<file path="config.mk">
export PLATFORM = sky130hd
export DESIGN_NAME = lsu_mem_ctrl
export DESIGN_NICKNAME = d
export VERILOG_FILES = /design/src/rtl/lsu_mem_ctrl.sv
export SDC_FILE = /design/constraint.sdc
export NUM_CORES = 1
export LEC_CHECK = 0
export ABC_AREA = 1
export CORE_UTILIZATION = 47
export DETAILED_ROUTE_END_ITERATION = 10
export GPL_TIMING_DRIVEN = 0
export PLACE_DENSITY = 0.86
export RECOVER_POWER = 100
export SYNTH_ARGS = -nofsm -noshare
export SYNTH_HDL_FRONTEND = slang
export SYNTH_SLANG_ARGS = --single-unit
</file>
<file path="constraint.sdc">
create_clock -name clk -period 9.8 [get_ports clk]
set_clock_uncertainty 0.05 [all_clocks]
set_input_delay 1.47 -clock clk [delete_from_list [all_inputs] [get_ports clk]]
set_output_delay 1.47 -clock clk [all_outputs]
set_load 0.05 [all_outputs]
</file>
<file path="src/rtl/lsu_mem_ctrl.sv">
// Memory-stage load/store unit: turns pipeline memory ops into req/ack bus transactions.
// Optional build macro MEM_TIMEOUT_EN adds a WAIT-state timeout that aborts with err.
`timescale 1ns/1ps

module lsu_mem_ctrl #(
    parameter int DW      = 32,
    parameter int AW      = 32,
    parameter int TIMEOUT = 16
) (
    input  logic          clk,
    input  logic          reset,
    input  logic          rd_en,
    input  logic          wr_en,
    input  logic          reg_wr,
    input  logic [1:0]    wb_sel,
    input  logic [4:0]    rd,
    input  logic [2:0]    funct3,
    input  logic [AW-1:0] addr,
    input  logic [DW-1:0] wdata,
    output logic          mem_req,
    output logic          mem_we,
    output logic [AW-1:0] mem_addr,
    output logic [DW-1:0] mem_wdata,
    output logic [3:0]    mem_be,
    input  logic          mem_ack,
    input  logic [DW-1:0] mem_rdata,
    output logic          stall,
    output logic          wb_valid,
    output logic          wb_reg_wr,
    output logic [1:0]    wb_sel_o,
    output logic [4:0]    wb_rd,
    output logic [DW-1:0] load_data,
    output logic          misalign,
    output logic          err
);

    typedef enum logic [1:0] {
        S_IDLE,
        S_WAIT,
        S_RESP
    } state_t;

    state_t        state_q, state_d;
    logic          req_q, req_d;
    logic          we_q, we_d;
    logic [AW-1:0] addr_q, addr_d;
    logic [DW-1:0] wdata_q, wdata_d;
    logic [3:0]    be_q, be_d;
    logic [2:0]    funct3_q, funct3_d;
    logic [1:0]    off_q, off_d;
    logic          regWr_q, regWr_d;
    logic [1:0]    wbSel_q, wbSel_d;
    logic [4:0]    rd_q, rd_d;
    logic          wbValid_q, wbValid_d;
    logic          wbRegWr_q, wbRegWr_d;
    logic [DW-1:0] loadData_q, loadData_d;
    logic          misalign_q, misalign_d;
`ifdef MEM_TIMEOUT_EN
    logic          err_q, err_d;
    logic [15:0]   cnt_q, cnt_d;
`endif

    logic          access;
    logic          aligned;
    logic [3:0]    beNew;
    logic [DW-1:0] wdataNew;
    logic [DW-1:0] shifted;
    logic [DW-1:0] loadVal;

    // Request decode: alignment, byte lanes and lane-replicated store data.
    // Size 11 is handled as a word everywhere.
    always_comb begin
        access   = rd_en | wr_en;
        aligned  = 1'b1;
        beNew    = 4'b1111;
        wdataNew = wdata;
        case (funct3[1:0])
            2'b00: begin
                beNew    = 4'b0001 << addr[1:0];
                wdataNew = {4{wdata[7:0]}};
            end
            2'b01: begin
                aligned  = ~addr[0];
                beNew    = 4'b0011 << {addr[1], 1'b0};
                wdataNew = {2{wdata[15:0]}};
            end
            default: aligned = (addr[1:0] == 2'b00);
        endcase
    end

    // Load extraction uses the size and byte offset captured at request time.
    always_comb begin
        shifted = mem_rdata >> {off_q, 3'b000};
        case (funct3_q[1:0])
            2'b00:   loadVal = funct3_q[2] ? {24'b0, shifted[7:0]}
                                           : {{24{shifted[7]}}, shifted[7:0]};
            2'b01:   loadVal = funct3_q[2] ? {16'b0, shifted[15:0]}
                                           : {{16{shifted[15]}}, shifted[15:0]};
            default: loadVal = shifted;
        endcase
    end

    always_comb begin
        state_d    = state_q;
        req_d      = req_q;
        we_d       = we_q;
        addr_d     = addr_q;
        wdata_d    = wdata_q;
        be_d       = be_q;
        funct3_d   = funct3_q;
        off_d      = off_q;
        regWr_d    = regWr_q;
        wbSel_d    = wbSel_q;
        rd_d       = rd_q;
        loadData_d = loadData_q;
        wbValid_d  = 1'b0;
        wbRegWr_d  = 1'b0;
        misalign_d = 1'b0;
        stall      = 1'b0;
`ifdef MEM_TIMEOUT_EN
        err_d      = 1'b0;
        cnt_d      = cnt_q;
`endif
        case (state_q)
            S_IDLE: begin
                if (access && aligned) begin
                    stall    = 1'b1;
                    req_d    = 1'b1;
                    we_d     = wr_en;
                    addr_d   = {addr[AW-1:2], 2'b00};
                    wdata_d  = wdataNew;
                    be_d     = beNew;
                    funct3_d = funct3;
                    off_d    = addr[1:0];
                    regWr_d  = reg_wr;
                    wbSel_d  = wb_sel;
                    rd_d     = rd;
                    state_d  = S_WAIT;
`ifdef MEM_TIMEOUT_EN
                    cnt_d    = '0;
`endif
                end else if (access) begin
                    misalign_d = 1'b1;
                    wbValid_d  = 1'b1;
                    wbSel_d    = wb_sel;
                    rd_d       = rd;
                    loadData_d = '0;
                end
            end
            S_WAIT: begin
                stall = 1'b1;
`ifdef MEM_TIMEOUT_EN
                cnt_d = cnt_q + 16'd1;
`endif
                // An ack always beats a simultaneous timeout.
                if (mem_ack) begin
                    req_d      = 1'b0;
                    loadData_d = we_q ? '0 : loadVal;
                    wbValid_d  = 1'b1;
                    wbRegWr_d  = regWr_q;
                    state_d    = S_RESP;
                end
`ifdef MEM_TIMEOUT_EN
                else if (cnt_q == 16'(TIMEOUT - 1)) begin
                    req_d      = 1'b0;
                    loadData_d = '0;
                    wbValid_d  = 1'b1;
                    err_d      = 1'b1;
                    state_d    = S_RESP;
                end
`endif
            end
            S_RESP: state_d = S_IDLE;
            default: state_d = S_IDLE;
        endcase
    end

    always_ff @(posedge clk or posedge reset) begin
        if (reset) begin
            state_q    <= S_IDLE;
            req_q      <= 1'b0;
            we_q       <= 1'b0;
            addr_q     <= '0;
            wdata_q    <= '0;
            be_q       <= '0;
            funct3_q   <= '0;
            off_q      <= '0;
            regWr_q    <= 1'b0;
            wbSel_q    <= '0;
            rd_q       <= '0;
            wbValid_q  <= 1'b0;
            wbRegWr_q  <= 1'b0;
            loadData_q <= '0;
            misalign_q <= 1'b0;
`ifdef MEM_TIMEOUT_EN
            err_q      <= 1'b0;
            cnt_q      <= '0;
`endif
        end else begin
            state_q    <= state_d;
            req_q      <= req_d;
            we_q       <= we_d;
            addr_q     <= addr_d;
            wdata_q    <= wdata_d;
            be_q       <= be_d;
            funct3_q   <= funct3_d;
            off_q      <= off_d;
            regWr_q    <= regWr_d;
            wbSel_q    <= wbSel_d;
            rd_q       <= rd_d;
            wbValid_q  <= wbValid_d;
            wbRegWr_q  <= wbRegWr_d;
            loadData_q <= loadData_d;
            misalign_q <= misalign_d;
`ifdef MEM_TIMEOUT_EN
            err_q      <= err_d;
            cnt_q      <= cnt_d;
`endif
        end
    end

    assign mem_req   = req_q;
    assign mem_we    = we_q;
    assign mem_addr  = addr_q;
    assign mem_wdata = wdata_q;
    assign mem_be    = be_q;
    assign wb_valid  = wbValid_q;
    assign wb_reg_wr = wbRegWr_q;
    assign wb_sel_o  = wbSel_q;
    assign wb_rd     = rd_q;
    assign load_data = loadData_q;
    assign misalign  = misalign_q;
`ifdef MEM_TIMEOUT_EN
    assign err       = err_q;
`else
    assign err       = 1'b0;
`endif

endmodule

</file>
### Word level (Yosys, flattened, before mapping)

Cells that the tools add are included.

| operators by class | value |
|---|---|
| equality and inequality tests | 7 |
| shift operators | 3 |
| muxes and demuxes | 30 |
| bitwise operators | 2 |
| reduce and logical (&&, ||, !) cells | 12 |

Operator list:

| kind | count |
|---|---|
| 32-bit two-way mux | 6 |
| 32-bit case mux with 2 select lines | 3 |
| 32-bit by 5-bit right shift with 32-bit output | 1 |
| 5-bit two-way mux | 2 |
| 1-bit two-way mux | 9 |
| 2-bit zero test | 4 |
| 2-bit two-way mux | 4 |
| 2-bit != test, second input constant | 4 |
| 1-bit case mux with 2 select lines | 4 |
| 4-bit case mux with 2 select lines | 1 |
| 2-bit by 1-bit == test with 1-bit output, second input constant | 3 |
| 2-bit AND reduction | 3 |
| 2-bit case mux with 2 select lines | 1 |
| 4-bit AND reduction | 1 |
| 2-bit nonzero test | 2 |
| 1-bit by 2-bit left shift with 4-bit output, first input constant | 1 |
| 2-bit by 2-bit left shift with 4-bit output, first input constant | 1 |
| 3-bit AND reduction | 1 |
| 1-bit logical AND | 1 |
| 1-bit NOT | 1 |
| 1-bit bitwise OR | 1 |

| storage, ports and cells | value |
|---|---|
| register bits after elaboration | 118 |
| input port bits | 112 |
| output and inout bits | 114 |
| logic and storage cells | 69 |

### Logic depth before layout (Yosys ltp)

Gate-level depths: netlist (run 1).

| depth | value |
|---|---|
| depth after elaboration | 6 |
| gate-level depth with buffers | 10 |
| mapped depth without buffers | 7 |

### Worst setup path after synthesis (run 1)

Ideal clock, no wire load.

| path | value |
|---|---|
| kind | input -> output |
| start | input port funct3[1] |
| end | output port stall |
| arrival | 2.417 ns |
| data required time | 8.280 ns |
| slack | 5.863 ns |
| stages on the path | 7 |
| path buffers | 2 |
| cells stage by stage | buf_4 -> inv_4 -> nand2_2 -> nand2_2 -> nand2_4 -> buf_2 -> nand2_1 |

| between the ends | value |
|---|---|
| longest elaborated chain between the ends | 5 |
| elaborated cells on any way between the ends | 6 |
| those cells by class | 1 x eq/ne; 3 x mux; 2 x reduce/logical |

RTL lines:

| what | line | RTL |
|---|---|---|
| start, declared | 17 | `input logic [2:0] funct3,` |
| 2-bit by 1-bit == test with 1-bit output or 2-bit zero test (tied branches) | 77 | `case (funct3[1:0])` |
| 1-bit case mux with 2 select lines (*) | 77 |  |
| 1-bit logical AND (*) | 126 | `if (access && aligned) begin` |
| 1-bit two-way mux (*) | 126 |  |
| 1-bit case mux with 2 select lines (*) | 124 | `case (state_q)` |
| end, declared | 27 | `output logic stall,` |

Every way passes the cells marked *; elsewhere a longest branch is shown, timed or not.

### Final worst setup path (run 1)

| path | value |
|---|---|
| start | input port wr_en |
| end | output port stall |

| between the ends | value |
|---|---|
| longest elaborated chain between the ends | 4 |

RTL lines:

| what | line | RTL |
|---|---|---|
| start, declared | 13 | `input logic wr_en,` |
| 1-bit bitwise OR | 73 | `access = rd_en \| wr_en;` |
| 1-bit logical AND | 126 |  |
| 1-bit two-way mux | 126 |  |
| 1-bit case mux with 2 select lines | 124 |  |

Every way passes these cells.

==> reports/results.env, run 1 <==
RSZ_0062_RAISED_AFTER_GLOBAL_ROUTING='no'
POST_SYN_AREA_PER_CELL_SQ_UM=8.00
DIE_AREA_SQ_UM=12300
LAYOUT.NETS=1054
YOSYS_WARNINGS=0
NETSWITCHINGFRACTION_PCT=49.8
DETAILEDROUTE.FIRSTITERATIONVIOLATIONS=449
SYNTHESIS.AREA_SQ_UM=5590
PORT_BUFFERS=221
END_KIND='output pin'
MAXIMUM_NUMBER_OF_PINS_ON_ONE_NET_BEFORE_GLOBAL_ROUTE_REPAIR=98
ANTENNA_CELLS_INSERTED=0
IOPINCOUNT=226
DIE_H_UM=111
HOLD_PATH_CLASS='reg -> reg'
TOTAL_SWITCHING_POWER_W=0.00156
TIMING.MAX_SLEW.REL_SLACK_PCT=27.6
WORST-SLEW-PIN-TRANSITION_NS=1.08
HOLD_VIOL_FINAL=0
CRIT_ARRIVAL_NS=4.54
AREA_DELTA_SYNTH_FINAL_PCT=52.9
DRV_SLEW=0
P_INT_W=0.00157
DRC=28
SETUP_TOTAL_NEGATIVE_SLACK_NS=0
FIRST_GLOBAL_VIAS=5800
CTS.HOLD.BUFFERS_ADDED=0
CLKTRANSATPATHREGS_NS=0.05
GRT_PASS1_WL_UM=30300
CLOCKPOWERSHARE_PCT=20.0
RUN_STATUS='finished, violations left'
CTS-HTREE-LEVELS=4
POST_CTS.RESIZED_INSTANCES=0
TRITONCTS='done'
CTS.SINK_COUNT=118
CLKLATENCYLATEPIN_NS=0.41
SETUP_VIOL_COUNT_FINAL=0
SETUP_CRIT_START_KIND='input pin'
CTS_MADE_BUFFERS=17
ROUTED_VIA_DENSITY=5.29
POWER_DENSITY_nW_PER_UM2=366
SYNTHCELLS=699
STARTING_DENSITY_PCT=48.5
P_LEAK_nW=4.28
MOST_COMMON_CELL_IN_THE_NETLIST='nand2_1'
GR-USAGE-ALL-LAYERS_PCT=31.8
SYNTH.DISTINCT_CELLS=28
BIGGEST_AREA_CONTRIBUTORS_IN_THE_SYNTHESIZED_NETLIST='dfrtp_1 53%, nand2_1 22%, nand3_1 6.3%, a21oi_1 4.1%, o21ai_0 3.0%'
SEQ_POWER_SHARE_PCT=25.8
NUMBER_OF_PLACED_CELLS_COUNTING_WELL_TAPS=1066
GRT_ANTENNA_BEFORE_REPAIR=0
DESIGN.CORE.AREA_SQ_UM=11500
GPL.FINAL_WEIGHTED_CONGESTION=0.947
LAYOUT.CELLS.NON_FILLER=1098
DRT-WIRELENGTH-PER-CELL_UM=16.8
FINALCRITICALPERIOD_NS=6.06
POST-SYNTH-TOP-AREA-FRACTION_PCT=52.8
LARGEST_BUFFER_COUNT_ON_ANY_CLOCK_PATH=2
BIGGEST_AREA_CONSUMER_AMONG_SYNTHESIZED_CELLS='dfrtp_1'
SYNTH_SEQUENTIAL_AREA_RATIO_PCT=52.8
DOMINANTREGCELLSYNTH='dfrtp_1'
SYNTH_ENABLE_FLOP_CELLS=0
DRT_PASS1_ITERATIONS=8
PATH_MAX_FANOUT=10
FINAL_WORST_PATH_CYCLE_SHARE_PCT=61.8
GLOBALROUTE.TOTALOVERFLOW=0
DETAILEDPLACEMENTHPWL_UM=13000
ROW_COUNT=39
MAXCAPVIOLCOUNT=0
CTS.REPAIR_TIMING.SETUP_BUFFER_COUNT=0
SYNTH-ASYNC-RESET-RATIO_PCT=100
CHIPWIDTH_UM=111
VIOLATIONS='design-rule violations'
WORSTSETUPPATHTYPE='in -> out'
FRACTION_OF_LAYOUT_INSTANCES_USING_A_DRIVE_STRENGTH_ABOVE_1_PCT=8.06
YS_SEQ_ELEMENTS=118
ANTENNA_VIOLATING_NETS_POST_ROUTE=0
SYNTHTOPCELLSBYCOUNT='327 x nand2_1, 118 x dfrtp_1, 70 x nand3_1'
CTS_ROOT_BUF='clkbuf_16'
CP_DATA_REQUIRED_TIME_NS=8.28
POWER_FRAC_COMB_PCT=54.2
DETAILROUTE.VIA_COUNT=5808
DRT-TOTAL-WL_UM=18400
MAX_FREQ_MHz=165
PEAKVDDDROP_mV=0.244
-- logic make-up (layout without fill, tap and decap cells) --
kind of cell    Yosys count  count (layout)  synth area share [%]
flops                   118             118                  52.8
mux                       7               7                  1.41
compound gates           88              88                  8.10
other cells               1               3                0.0671
buf+inv                  63             317                  6.07
simple gates            422             422                  31.5
-- power groups by stage --
stage | Combinational (W) | Sequential [W] | Clock (W)
after floorplan | 0.000471 | 0.00150 | 0
final | 0.00170 | 0.000808 | 0.000625
after CTS | 0.00178 | 0.000817 | 0.000631
after global routing | 0.00179 | 0.000835 | 0.000653
after detailed placement | 0.00177 | 0.000814 | 0
after global placement | 0.00174 | 0.000813 | 0
-- worst max-delay path: stages --
cell	delay [ns]
dlygate4sd3_1	0.57
nor2_2	0.05
nor2_1	0.63
nand2_1	0.46
clkbuf_1	0.35
nand2_1	0.11
dlygate4sd3_1	0.89
-- state kept, by name, indices dropped and copies added (netlist names), 2 cells and up --
| signal | cells |
|---|---|
| funct3_q | 3 |
| off_q | 2 |
| wb_rd | 5 |
| mem_be | 4 |
| load_data | 32 |
| state_q | 2 |
| mem_addr | 30 |
| mem_wdata | 32 |
| wb_sel_o | 2 |
-- final timing paths --
kind                             start            end  slack, ns  cells after the start
max                              wr_en          stall       3.74                      7
min                        mem_addr[4]    mem_addr[4]       0.43                      2
max reg2reg                 state_q[1]    mem_addr[7]       6.70                      9
min reg2reg                mem_addr[4]    mem_addr[4]       0.43                      2
max in group asynchronous        reset  load_data[30]       7.08                      3
min in group asynchronous        reset  load_data[20]       1.67                      2
-- final cells by class --
type	instances	area, sq um
inverter	18	76.3
sequential	118	2950
multi-input combinational	520	2280
buffer	45	234
fill	876	2970
timing repair buffer	222	2240
tap	143	179
clock inverter	14	150
clock buffer	18	439
-- layer usage --
metal  track usage [%]  wire (um)  share of wire, %
met2              52.6       9040                49
met5                 0          0                 0
met4              15.3        691               3.7
met1              38.0       6980                38
met3              9.73       1710               9.3
-- per-stage QoR --
step | setup slack (ns) | hold slack [ns] | util, % | area [sq um] | total power [W]
after global placement | 3.42 | 0.411 | 69.4 | 7990 | 0.00256
after CTS | 4.74 | 0.432 | 74.8 | 8610 | 0.00323
after floorplan | 5.15 | 0.399 | - | 5600 | 0.00197
after global routing | 3.54 | 0.444 | 74.2 | 8550 | 0.00328
after detailed placement | 4.76 | 0.415 | 69.7 | 8020 | 0.00258
final | 3.74 | 0.426 | 74.2 | 8550 | 0.00313
-- placed cells by master, fill, tap and decap left out, types with 2 or more instances in the layout --
cell type,n
nand2_1,328
dfrtp_1,118
dlygate4sd3_1,114
clkdlybuf4s50_1,107
nand3_1,71
a21oi_1,46
o21ai_0,37
clkbuf_1,23
clkbuf_16,17
nor2_1,13
buf_2,13
inv_1,10
mux2_2,7
buf_4,5
buf_6,4
nand2_2,3
inv_4,3
o21a_1,3
conb_1,3
inv_6,3
clkinvlp_4,3
clkinv_4,3
clkinv_2,3
inv_2,2
clkinv_1,2
nand3_4,2
bufinv_16,2
Note: power is estimated with default switching activity, not from simulation.
==> run 2, diff against run 1 <==
--- a/config.mk
+++ b/config.mk
@@ -6,10 +6,10 @@
 export NUM_CORES = 1
 export LEC_CHECK = 0
 export ABC_AREA = 1
-export CORE_UTILIZATION = 47
+export CORE_UTILIZATION = 39
 export DETAILED_ROUTE_END_ITERATION = 10
 export GPL_TIMING_DRIVEN = 0
-export PLACE_DENSITY = 0.86
+export PLACE_DENSITY = 0.76
 export RECOVER_POWER = 100
 export SYNTH_ARGS = -nofsm -noshare
 export SYNTH_HDL_FRONTEND = slang
==> constraint.sdc (replaced) <==
create_clock -name clk -period 5.4 [get_ports clk]
set_clock_uncertainty 0.05 [all_clocks]
set_input_delay 0.81 -clock clk [delete_from_list [all_inputs] [get_ports clk]]
set_output_delay 0.81 -clock clk [all_outputs]
set_load 0.05 [all_outputs]
==> run 2 against run 1 <==
- the run ends with max-capacitance violations, max-slew violations left
- sequential share of layout area shrank 0.21 points
- global-route usage decreased by 6.5 points
- via count fell by 2.2%
- total power is 82% higher
- count of clock-buffer cells in the layout grew 1
- setup slack got worse by 2.7 ns
- non-clock buffer count is the same
- combinational power rose by 80%
- routed wire length shrank 2.9%
- first-iteration DRC count fell by 16%
- design area is 0.61% higher
==> reports/results.env, run 2 (same netlist as run 1, synthesis figures left out) <==
WORSTSETUPPATHTYPE='in -> out'
ANTENNA_CELLS_INSERTED=0
ROW_COUNT=43
HOLD_PATH.STARTPOINT='mem_addr[12]'
DRT-TOTAL-WL_UM=17900
N_FILL_CELL=1245
GLOBALROUTE.TOTALOVERFLOW=0
FIN_TOTAL_PWR_W=0.00570
CHIPWIDTH_UM=122
CRIT_CHAIN='dlygate4sd3_1 -> nor2_1 -> nor2_1 -> nand2_4 -> clkbuf_1 -> nand2_1 -> clkdlybuf4s50_1'
POSTLAYOUTCELLAREA_SQ_UM=8600
CP_COMMON_CELL='nor2_1'
MAX_STAGE_DELAY_NS=0.82
MAXCAPVIOLCOUNT=1
CRIT_PATH_END='stall'
DRT_PASS1_ITERATIONS=5
RUN_STATUS='finished, violations left'
HOLD_PATH_CLASS='reg -> reg'
DIE_H_UM=122
CTS_ROOT_BUF='clkbuf_16'
CRITICAL_PATH_S_TOP_DELAY_FAMILY='buffers and inverters'
LARGEST_BUFFER_COUNT_ON_ANY_CLOCK_PATH=2
PORT_BUFFERS=221
R2R.WORST_PATH.CELLS=9
DIE_AREA_SQ_UM=14800
REG2REG_TO='mem_addr[13]'
WORSTSETUPPATHDEPTH=7
IOPINCOUNT=226
CRIT_ARRIVAL_NS=3.54
DETAILROUTE.VIA_COUNT=5680
DRV_SLEW=87
DETAILEDROUTE.FIRSTITERATIONVIOLATIONS=376
FIRST_GLOBAL_VIAS=5555
RSZ_0062_RAISED_AFTER_GLOBAL_ROUTING='no'
R2R_START='state_q[1]'
END_KIND='output pin'
GPL.FINAL_WEIGHTED_CONGESTION=0.939
PEAKVDDDROP_mV=0.318
PATH_MAX_FANOUT=10
P_LEAK_nW=4.29
TRITONCTS='done'
GR-USAGE-ALL-LAYERS_PCT=25.4
FINALCRITICALPERIOD_NS=4.40
CRITICAL_PATH.STARTPOINT='wr_en'
LAYOUT.CELLS.MOST_COMMON='nand2_1'
WORST-SLEW-PIN-TRANSITION_NS=2.11
TIMING.MAX_SLEW.REL_SLACK_PCT=-40.8
CTS.SINK_COUNT=118
GRT_ANTENNA_BEFORE_REPAIR=0
DETAILEDPLACEMENTHPWL_UM=13200
SETUP_CRIT_START_KIND='input pin'
AREA.SEQUENTIAL_SQ_UM=2950
CLKTRANSATPATHREGS_NS=0.05
LAYOUT_COMMON_CELLS='327 x nand2_1, 118 x dfrtp_1, 113 x dlygate4sd3_1'
CTS.HOLD.BUFFERS_ADDED=0
WORSTPATHBUFFERINVERTERCOUNT=3
LAYOUT.NETS=1054
GRT_PASS1_WL_UM=28300
MULTIINPUTGATEAREA_SQ_UM=2280
VIOLATIONS='max-capacitance violations, max-slew violations'
POWER_DENSITY_nW_PER_UM2=662
DRT-WIRELENGTH-PER-CELL_UM=15.8
ROUTED_VIA_DENSITY=5.00
ANTENNA_VIOLATING_NETS_POST_ROUTE=0
DRC=0
CRITPATHSLOWESTCELL='clkdlybuf4s50_1'
STARTING_DENSITY_PCT=40.1
RRSETUPSLACK_NS=2.64
CTS.REPAIR_TIMING.SETUP_BUFFER_COUNT=0
CP_DATA_REQUIRED_TIME_NS=4.54
MAXIMUM_NUMBER_OF_PINS_ON_ONE_NET_BEFORE_GLOBAL_ROUTE_REPAIR=87
AREA_DELTA_SYNTH_FINAL_PCT=53.8
DPL-INSTANCE-AREA_SQ_UM=8070
FINAL_WORST_PATH_CYCLE_SHARE_PCT=81.5
SETUP_VIOL_COUNT_FINAL=0
CTS-HTREE-LEVELS=4
DESIGN.CORE.AREA_SQ_UM=13900
CTS_MADE_BUFFERS=17
POST_CTS.RESIZED_INSTANCES=0
HOLD_VIOL_FINAL=0
CLKLATENCYLATEPIN_NS=0.42
FRACTION_OF_LAYOUT_INSTANCES_USING_A_DRIVE_STRENGTH_ABOVE_1_PCT=7.85
MAX_FREQ_MHz=227
-- run 2: final cells by class --
class,count,share of cell area (%)
buffer,45,2.72
clock inverter,13,1.98
sequential,118,34.3
tap,180,2.62
inverter,18,0.887
timing repair buffer,222,25.8
multi-input combinational,520,26.5
clock buffer,19,5.15
-- run 2: how the worst min path moves through the flow --
stage                   end  slack, ns  cells past startpoint
2_1_floorplan       regWr_q       0.40                      2
3_3_place_gp   mem_addr[20]       0.41                      2
3_5_place_dp   mem_addr[24]       0.42                      2
4_1_cts        mem_addr[12]       0.43                      2
5_1_grt        mem_addr[12]       0.44                      2
6_report       mem_addr[12]       0.42                      2
-- run 2: worst reg2reg max path: cells and delay by family (launching register included) --
kind,cells,cell delay (ns)
buffers and inverters,4,1.11
AND/OR/NAND/NOR,5,1.13
flip-flops,1,0.39
-- run 2: metrics by stage --
step / utilization [%] / TNS (ns) / cells / hold slack, ns / setup WS [ns]
after floorplan: - / 0 / 701 / 0.399 / 1.41
after global placement: 57.7 / -52.92 / 1102 / 0.411 / -0.459
after detailed placement: 57.9 / 0 / 1103 / 0.416 / 1.69
after CTS: 62.3 / 0 / 1135 / 0.431 / 1.68
after global routing: 61.7 / 0 / 1135 / 0.440 / 0.817
final: 61.7 / 0 / 1135 / 0.420 / 1.00
-- run 2: metal layers --
metal,part of all wire [%],up-vias,GRT usage [%],wire [um]
met1,39,2646,29.8,7030
li1,-,2739,-,-
met4,2.2,0,8.64,386
met2,48,263,42.3,8670
met3,10,32,9.78,1810
met5,0,-,0,0
-- run 2: power by group --
group	internal [W]	switching, W	total, W
Clock	0.000743	0.000432	0.00117
Combinational	0.000896	0.00216	0.00306
Sequential	0.00126	0.000202	0.00146
Total	0.00290	0.00280	0.00570
==> run 3, diff against run 2 <==
==> constraint.sdc (replaced) <==
create_clock -name clk -period 3.6 [get_ports clk]
set_clock_uncertainty 0.05 [all_clocks]
set_input_delay 0.54 -clock clk [delete_from_list [all_inputs] [get_ports clk]]
set_output_delay 0.54 -clock clk [all_outputs]
set_load 0.05 [all_outputs]
==> run 3 against run 2 <==
- the flow still finishes with violations (max-capacitance violations, max-slew violations)
- total power grew 48%
- hold slack gained 0.0017 ns
- routed wire length shrank 0.14%
- critical path type unchanged
- critical endpoint unchanged
==> reports/results.env, run 3 (same netlist as run 1, synthesis figures left out) <==
RUN_STATUS='finished, violations left'
VIOLATIONS='max-capacitance violations, max-slew violations'
HOLD_PATH_CLASS='reg -> reg'
MAXCAPVIOLCOUNT=2
AREA_DELTA_SYNTH_FINAL_PCT=54.0
ANTENNA_VIOLATING_NETS_POST_ROUTE=0
PORT_BUFFERS=221
FIRST_GLOBAL_VIAS=5653
CTS_MADE_BUFFERS=17
RSZ_0062_RAISED_AFTER_GLOBAL_ROUTING='no'
LAYOUT.NETS=1056
HOLD_PATH.STARTPOINT='mem_addr[23]'
STARTING_DENSITY_PCT=40.1
N_FILL_CELL=1225
CTS.SINK_COUNT=118
FINALCRITICALPERIOD_NS=3.28
CLKLATENCYLATEPIN_NS=0.41
PEAKVDDDROP_mV=0.554
CTS-HTREE-LEVELS=4
DIE_AREA_SQ_UM=14800
CRIT_ARRIVAL_NS=2.69
DRT_PASS1_ITERATIONS=5
CLOCKPOWERSHARE_PCT=19.7
DETAILEDPLACEMENTHPWL_UM=13400
MAXIMUM_NUMBER_OF_PINS_ON_ONE_NET_BEFORE_GLOBAL_ROUTE_REPAIR=42
DETAILROUTE.VIA_COUNT=5570
CLKTRANSATPATHREGS_NS=0.06
GPL.FINAL_WEIGHTED_CONGESTION=0.920
CTS.REPAIR_TIMING.SETUP_BUFFER_COUNT=0
LAYOUT_COMMON_CELLS='327 x nand2_1, 118 x dfrtp_1, 113 x dlygate4sd3_1'
TOTAL_SWITCHING_POWER_W=0.00416
GRT_PASS1_WL_UM=28500
POWER_DENSITY_nW_PER_UM2=982
FINAL_WORST_PATH_CYCLE_SHARE_PCT=91.1
SETUP_CRIT_START_KIND='input pin'
DESIGN.CORE.AREA_SQ_UM=13900
WORSTSETUPPATHTYPE='in -> out'
IOPINCOUNT=226
DIE_H_UM=122
CTS_ROOT_BUF='clkbuf_16'
DRC=0
CP_DATA_REQUIRED_TIME_NS=3.01
SETUP_TOTAL_NEGATIVE_SLACK_NS=0
POSTLAYOUTCELLAREA_SQ_UM=8610
LARGEST_BUFFER_COUNT_ON_ANY_CLOCK_PATH=2
LAYOUT.CELLS.MOST_COMMON='nand2_1'
CTS.HOLD.BUFFERS_ADDED=0
DRV_SLEW=58
FRACTION_OF_LAYOUT_INSTANCES_USING_A_DRIVE_STRENGTH_ABOVE_1_PCT=8.05
DRT-WIRELENGTH-PER-CELL_UM=15.7
CRITICAL_PATH.STARTPOINT='wr_en'
WORST-SLEW-PIN-TRANSITION_NS=1.63
CHIPWIDTH_UM=122
GLOBALROUTE.TOTALOVERFLOW=0
TIMING.MAX_SLEW.REL_SLACK_PCT=-8.90
ROUTED_VIA_DENSITY=4.90
TRITONCTS='done'
DPL-INSTANCE-AREA_SQ_UM=8100
MAX_FREQ_MHz=305
HOLD_VIOL_FINAL=0
PATH_MAX_FANOUT=10
GRT_ANTENNA_BEFORE_REPAIR=0
SEQ_POWER_SHARE_PCT=26.0
ROW_COUNT=43
POWER_FRAC_COMB_PCT=54.3
P_INT_W=0.00429
POST_CTS.RESIZED_INSTANCES=0
P_LEAK_nW=4.29
NETSWITCHINGFRACTION_PCT=49.3
DETAILEDROUTE.FIRSTITERATIONVIOLATIONS=468
END_KIND='output pin'
SETUP_VIOL_COUNT_FINAL=0
GR-USAGE-ALL-LAYERS_PCT=25.6
R2R_START='state_q[1]'
DRT-TOTAL-WL_UM=17900
ANTENNA_CELLS_INSERTED=0
[run 3: critical path, stage by stage]
cell and delay, ns:
dlygate4sd3_1 0.56, nor2_1 0.30, nor2_8 0.12, nand2_4 0.15, buf_2 0.23, nand2_1 0.07
clkdlybuf4s50_1 0.71
[run 3: power groups by stage]
stage	Clock, W	Combinational, W	Sequential, W
after floorplan	0	0.00128	0.00408
after global placement	0	0.00475	0.00223
after detailed placement	0	0.00482	0.00222
after CTS	0.00169	0.00483	0.00223
after global routing	0.00176	0.00489	0.00227
final	0.00166	0.00459	0.00220
[run 3: routing by layer]
layer | vias to the layer above | GRT usage [%] | wire [um]
li1 | 2733 | - | -
met1 | 2586 | 29.7 | 7130
met2 | 226 | 42.9 | 8790
met3 | 25 | 9.64 | 1690
met4 | 0 | 9.10 | 270
met5 | - | 0 | 0
[run 3: layout make-up]
class / count / area [sq um] / share of cell area, %
well taps: 180 / 225 / 2.62
repair buffers: 224 / 2240 / 26.0
clock inverters: 12 / 129 / 1.50
inverters: 18 / 76.3 / 0.887
plain buffers: 45 / 234 / 2.72
multi-input cells: 520 / 2300 / 26.7
flip-flops and latches: 118 / 2950 / 34.3
clock buffers: 19 / 453 / 5.26
[run 3: metrics by stage]
step	hold slack [ns]	total power, W	setup slack (ns)	util (%)	std cells
after floorplan	0.399	0.00536	1.52	-	701
after global placement	0.411	0.00698	0.380	57.7	1102
after detailed placement	0.415	0.00704	0.416	58.1	1105
after CTS	0.430	0.00874	0.402	62.3	1136
after global routing	0.443	0.00891	0.204	61.8	1136
final	0.422	0.00845	0.319	61.8	1136
[run 3: final timing paths]
path | end | cells after the start | slack (ns)
worst max-delay path | stall | 7 | 0.32
worst min register to register | mem_addr[23] | 2 | 0.42
worst max register to register | mem_addr[12] | 9 | 1.39
worst min-delay path | mem_addr[23] | 2 | 0.42
max in group asynchronous | mem_wdata[19] | 3 | 0.83
min in group asynchronous | load_data[30] | 2 | 0.70
